File: src/rtl/multicycle_ctrl_unit.sv
// Multicycle MIPS control unit: decodes op/funct, sequences the instruction
// phases (fetch, decode, execute, memory, writeback) and drives every datapath
// enable and mux select. Includes the ALU decoder, the memory wait-state
// handshake, PC-enable generation and an illegal-instruction flag.
module multicycle_ctrl_unit #(
  parameter int ULA_W       = 3,
  parameter bit HAS_JAL     = 1'b1,
  parameter bit MEM_WAIT_EN = 1'b1
) (
  input  logic             clk,
  input  logic             rst,
  input  logic [5:0]       op,
  input  logic [5:0]       funct,
  input  logic             zero,
  input  logic             mem_ready,
  output logic [ULA_W-1:0] ula_control,
  output logic             ula_src_a,
  output logic [1:0]       ula_src_b,
  output logic             imm_zext,
  output logic [1:0]       pc_src,
  output logic             pc_en,
  output logic             iord,
  output logic             mem_read,
  output logic             mem_write,
  output logic             ir_write,
  output logic             reg_write,
  output logic [1:0]       reg_dst,
  output logic [1:0]       mem_to_reg,
  output logic             illegal_op,
  output logic [3:0]       state_o
);

  typedef enum logic [3:0] {
    S_FETCH    = 4'd0,
    S_DECODE   = 4'd1,
    S_MEMADR   = 4'd2,
    S_MEMREAD  = 4'd3,
    S_MEMWB    = 4'd4,
    S_MEMWRITE = 4'd5,
    S_EXEC     = 4'd6,
    S_ALUWB    = 4'd7,
    S_BRANCH   = 4'd8,
    S_IEXEC    = 4'd9,
    S_IWB      = 4'd10,
    S_JUMP     = 4'd11,
    S_JAL      = 4'd12
  } state_t;

  localparam logic [2:0] ALU_ADD = 3'b010;
  localparam logic [2:0] ALU_SUB = 3'b110;
  localparam logic [2:0] ALU_AND = 3'b000;
  localparam logic [2:0] ALU_OR  = 3'b001;
  localparam logic [2:0] ALU_SLT = 3'b111;

  state_t     r_state;
  state_t     w_next_state;
  logic [2:0] w_ula;
  logic [2:0] w_alu_funct;
  logic [2:0] w_alu_imm;
  logic       w_funct_ok;
  logic       w_mem_done;

  // Opcode classification.
  logic w_is_lw, w_is_sw, w_is_rtype, w_is_beq, w_is_bne;
  logic w_is_addi, w_is_andi, w_is_ori, w_is_slti, w_is_j, w_is_jal;

  assign w_is_lw    = (op == 6'b100011);
  assign w_is_sw    = (op == 6'b101011);
  assign w_is_rtype = (op == 6'b000000);
  assign w_is_beq   = (op == 6'b000100);
  assign w_is_bne   = (op == 6'b000101);
  assign w_is_addi  = (op == 6'b001000);
  assign w_is_andi  = (op == 6'b001100);
  assign w_is_ori   = (op == 6'b001101);
  assign w_is_slti  = (op == 6'b001010);
  assign w_is_j     = (op == 6'b000010);
  assign w_is_jal   = HAS_JAL && (op == 6'b000011);

  // A memory access completes on mem_ready, or every cycle for single-cycle memory.
  assign w_mem_done = !MEM_WAIT_EN || mem_ready;

  // ALU operation for R-type instructions, plus legality of the funct field.
  always_comb begin
    w_alu_funct = ALU_ADD;
    w_funct_ok  = 1'b1;
    case (funct)
      6'b100000: w_alu_funct = ALU_ADD;
      6'b100010: w_alu_funct = ALU_SUB;
      6'b100100: w_alu_funct = ALU_AND;
      6'b100101: w_alu_funct = ALU_OR;
      6'b101010: w_alu_funct = ALU_SLT;
      default:   w_funct_ok  = 1'b0;
    endcase
  end

  // ALU operation for immediate-form instructions.
  always_comb begin
    w_alu_imm = ALU_ADD;
    if (w_is_andi)      w_alu_imm = ALU_AND;
    else if (w_is_ori)  w_alu_imm = ALU_OR;
    else if (w_is_slti) w_alu_imm = ALU_SLT;
  end

  // State register; reset returns to FETCH at once, abandoning any instruction.
  always_ff @(posedge clk or negedge rst) begin
    // NOTE: sequential state uses non-blocking assignment so every flop samples pre-edge values.
    if (!rst) r_state <= S_FETCH;
    else      r_state <= w_next_state;
  end

  // Next-state and output decode; outputs stay at their idle values while in reset.
  always_comb begin
    // NOTE: every output gets a default first so no path through the case infers a latch.
    w_next_state = S_FETCH;
    w_ula        = ALU_ADD;
    ula_src_a    = 1'b0;
    ula_src_b    = 2'b00;
    imm_zext     = 1'b0;
    pc_src       = 2'b00;
    pc_en        = 1'b0;
    iord         = 1'b0;
    mem_read     = 1'b0;
    mem_write    = 1'b0;
    ir_write     = 1'b0;
    reg_write    = 1'b0;
    reg_dst      = 2'b00;
    mem_to_reg   = 2'b00;
    illegal_op   = 1'b0;
    if (rst) begin
      case (r_state)
        S_FETCH: begin
          mem_read     = 1'b1;
          ula_src_b    = 2'b01;
          ir_write     = w_mem_done;
          pc_en        = w_mem_done;
          w_next_state = w_mem_done ? S_DECODE : S_FETCH;
        end
        S_DECODE: begin
          ula_src_b = 2'b11;
          if (w_is_lw || w_is_sw)                               w_next_state = S_MEMADR;
          else if (w_is_rtype && w_funct_ok)                    w_next_state = S_EXEC;
          else if (w_is_beq || w_is_bne)                        w_next_state = S_BRANCH;
          else if (w_is_addi || w_is_andi || w_is_ori || w_is_slti) w_next_state = S_IEXEC;
          else if (w_is_j)                                      w_next_state = S_JUMP;
          else if (w_is_jal)                                    w_next_state = S_JAL;
          else                                                  illegal_op   = 1'b1;
        end
        S_MEMADR: begin
          ula_src_a    = 1'b1;
          ula_src_b    = 2'b10;
          w_next_state = w_is_sw ? S_MEMWRITE : S_MEMREAD;
        end
        S_MEMREAD: begin
          iord         = 1'b1;
          mem_read     = 1'b1;
          w_next_state = w_mem_done ? S_MEMWB : S_MEMREAD;
        end
        S_MEMWRITE: begin
          iord         = 1'b1;
          mem_write    = 1'b1;
          w_next_state = w_mem_done ? S_FETCH : S_MEMWRITE;
        end
        S_MEMWB: begin
          reg_write  = 1'b1;
          mem_to_reg = 2'b01;
        end
        S_EXEC: begin
          ula_src_a    = 1'b1;
          w_ula        = w_alu_funct;
          w_next_state = S_ALUWB;
        end
        S_ALUWB: begin
          reg_write = 1'b1;
          reg_dst   = 2'b01;
        end
        S_BRANCH: begin
          ula_src_a = 1'b1;
          w_ula     = ALU_SUB;
          pc_src    = 2'b01;
          pc_en     = w_is_bne ? !zero : zero;
        end
        S_IEXEC: begin
          ula_src_a    = 1'b1;
          ula_src_b    = 2'b10;
          w_ula        = w_alu_imm;
          imm_zext     = w_is_andi || w_is_ori;
          w_next_state = S_IWB;
        end
        S_IWB: begin
          reg_write = 1'b1;
        end
        S_JUMP: begin
          pc_src = 2'b10;
          pc_en  = 1'b1;
        end
        S_JAL: begin
          pc_src     = 2'b10;
          pc_en      = 1'b1;
          reg_write  = 1'b1;
          reg_dst    = 2'b10;
          mem_to_reg = 2'b10;
        end
        default: w_next_state = S_FETCH;
      endcase
    end
  end

  assign ula_control = ULA_W'(w_ula);
  assign state_o     = r_state;

endmodule

File: config.mk
export PLATFORM = sky130hd
export DESIGN_NAME = multicycle_ctrl_unit
export DESIGN_NICKNAME = d
export VERILOG_FILES = /design/src/rtl/multicycle_ctrl_unit.sv
export SDC_FILE = /design/constraint.sdc
export NUM_CORES = 1
export LEC_CHECK = 0
export CELL_PAD_IN_SITES_DETAIL_PLACEMENT = 1
export CELL_PAD_IN_SITES_GLOBAL_PLACEMENT = 2
export CORE_MARGIN = 3
export CORE_UTILIZATION = 22
export DETAILED_ROUTE_END_ITERATION = 16
export PLACE_DENSITY_LB_ADDON = 0.1
export SYNTH_ARGS = -nofsm -noshare
export SYNTH_HDL_FRONTEND = slang
export SYNTH_SLANG_ARGS = --single-unit
File: constraint.sdc
create_clock -name clk -period 3.5 [get_ports clk]
set_input_delay 0.7 -clock clk [delete_from_list [all_inputs] [get_ports clk]]
set_output_delay 0.7 -clock clk [all_outputs]
set_load 0.005 [all_outputs]
==> reports/metrics.yaml <==
cpMaxStageDelayCell: "clkdlybuf4s50_1"
cts_tree: "yes"
worstHoldPathCells: 4
cp_max_fo: 4
clk_pin_slew_ps: 30
start_util: 0.241
yosys-top-cells-area: "dfrtp_1, a21oi_1, and3_1, nor2_1, o21ai_0"
ctsHoldBuffers: 0
skew_ps: 2.39
wl_met1_um: 1580
wire_per_inst_um: 15.5
leakage_uw: 0.000502
grt_pass1_vias: 1068
met2WireLength_um: 1550
largest_reg_flops: 4
fp.dieW_um: 67.8
critPathLaunchType: "input pin"
clock_path_buffers: 2
highest_layer: "met4"
rows: 21
rsz0062_at_grt: "no"
reg2reg_from: "state_o[2]$_DFF_PN0_"
numCtsBuffers: 3
finalSetupViolCount: 0
post_cts_buffers: 0
numClockSinks: 4
seq_area_frac_synth: 0.119
drv_cap: 0
place_area_sq_um: 1280
min_from: "state_o[1]$_DFF_PN0_"
die_h_um: 67.8
p_comb_frac: 0.368
ios: 40
p_seq_frac: 0.220
hold_path.class: "reg2reg"
slowest_delay_ps: 520
synth_seq_cells: 4
r2r_end: "state_o[1]$_DFF_PN0_"
critPathRequiredTime_ps: 2800
synth_edf_count: 0
power_frac_clock: 0.413
async_flop_share: 1.00
power_density_nw_per_um2: 177
grt_use_total: 0.150
worstHoldEndpoint: "state_o[2]$_DFF_PN0_"
yosysTopAreaCell: "dfrtp_1"
p_int_uw: 168
switching_power_uw: 68.0
route.detailed.drc: 0
gp_congestion: 0.839
max_freq_ghz: 0.301
ff2ff_setup_slack_ps: 1830
synthesis.area_sq_um: 841
nets: 183
path_class: "in2out"
vdd_ir_drop_max_mv: 0.0929
drtIter0Drc: 33
drive_gt1_frac: 0.0909
dieArea_sq_um: 4600
ant_nets: 0
finalCriticalPeriod_ps: 3320
clockRootBuffer: "clkbuf_8"
ys_warn_count: 0
routed-via-count: 1110
hpwl_um: 2520
synth_top_area_frac: 0.119
totalNegativeSetupSlack_ps: 0
fillCellCount: 455
grt_overflow: 0
met3_length_um: 132
layout_commonest_cell: "clkdlybuf4s50_1"
n_antenna_cell: 0
swShare: 0.288
grt_pass1_wl_um: 5240
synthFlopType: "dfrtp_1"
dr.pass1.iters: 4
cp_common_cell: "clkdlybuf4s50_1"
grt_max_degree: 20
tightest_slew_ps: 580
clk_latency_ps: 220
final_area_sq_um: 1330
relSlewSlack: 0.614
hold_viol: 0
end_kind: "output port"
final_cell_mix: "clkdlybuf4s50_1, nor2_1, a21oi_1, o21ai_0, nand2_1"
drt_wl_total_um: 3280
syn_inst: 126
syn_area_per_cell_sq_um: 6.67
utilization: 0.381
io_buffers: 39
critPathArrivalTime_ps: 2620
syn2layout_area_growth_pct: 58.3
period_share: 0.948
antenna_found_initial: 0
cts.repair.resized: 0
h-tree-depth: 1
status: "complete, no violations"
reg2reg_depth: 4
slew_violations: 0
ys_types: 44
routed_via_density: 5.26
core_sq_um: 3490
cp_cell_sequence: "clkdlybuf4s50_1 -> nor4b_1 -> buf_4 -> and3_1 -> o21ai_0 -> a21oi_1 -> clkdlybuf4s50_1"
synth_nets: 142
cell type report:
cell class	instances	area (sq um)	area share
Clock buffer	3	41.3	0.0310
Inverter	3	11.3	0.00846
Multi-Input combinational cell	108	671	0.504
Sequential cell	4	100	0.0752
Tap cell	46	57.6	0.0432
Timing Repair Buffer	47	450	0.338
worst max-delay path, delay by kind of cell:
kind            cells  cell delay, ps
simple gates        2             490
compound gates      2             270
buf+inv             3            1150
metrics by stage:
step                worst slack [ps]  power (uW)  cells  hold slack (ps)
floorplan                       1260        89.0    126              404
finish                           182         236    211              722
detailed placement               177         139    208              717
global route                    40.3         253    211              789
global placement                 170         137    208              724
CTS                              147         238    211              737
synth_stat cells, drive strengths merged (3+ instances only):
master  instances
nor2b           7
a211oi          3
nor3b           3
a21boi          3
and3            8
inv             3
nand2           9
buf             8
nor2           13
nor3            4
clkbuf          3
a21oi          11
nand2b          7
dfrtp           4
o21ai           9
routing by layer:
| layer | track usage | vias up |
|---|---|---|
| li1 | - | 540 |
| met1 | 0.208 | 535 |
| met2 | 0.250 | 33 |
| met3 | 0.0164 | 2 |
| met4 | 0.0298 | 0 |
| met5 | 0 | - |
power by group through the flow:
stage	sequential [uW]	combinational [uW]	clock [uW]
floorplan	49.6	39.5	0
global placement	52.4	84.9	0
detailed placement	52.4	86.2	0
CTS	52.0	87.1	98.9
global route	52.3	95.6	105
finish	51.9	86.8	97.4
worst max path at each step:
stage                     endpoint  depth (start not counted)  start  slack (ps)
floorplan           ula_control[0]                          4  op[4]        1260
global placement        illegal_op                          6  op[2]         170
detailed placement      illegal_op                          6  op[2]         180
CTS                     illegal_op                          6  op[3]         150
global route        ula_control[0]                          7  op[4]          40
finish              ula_control[0]                          7  op[4]         180
logic make-up (layout without fill, tap and decap cells):
logic type | after synthesis | after routing | share of synthesized area
AND/OR/NAND/NOR | 67 | 67 | 0.463
multiplexers | 2 | 2 | 0.0253
flip-flops | 4 | 4 | 0.119
AO/OA/AOI/OAI | 37 | 37 | 0.283
buffers and inverters | 14 | 53 | 0.0893
XOR/XNOR | 2 | 2 | 0.0208
(Power assumes the default switching activity.)
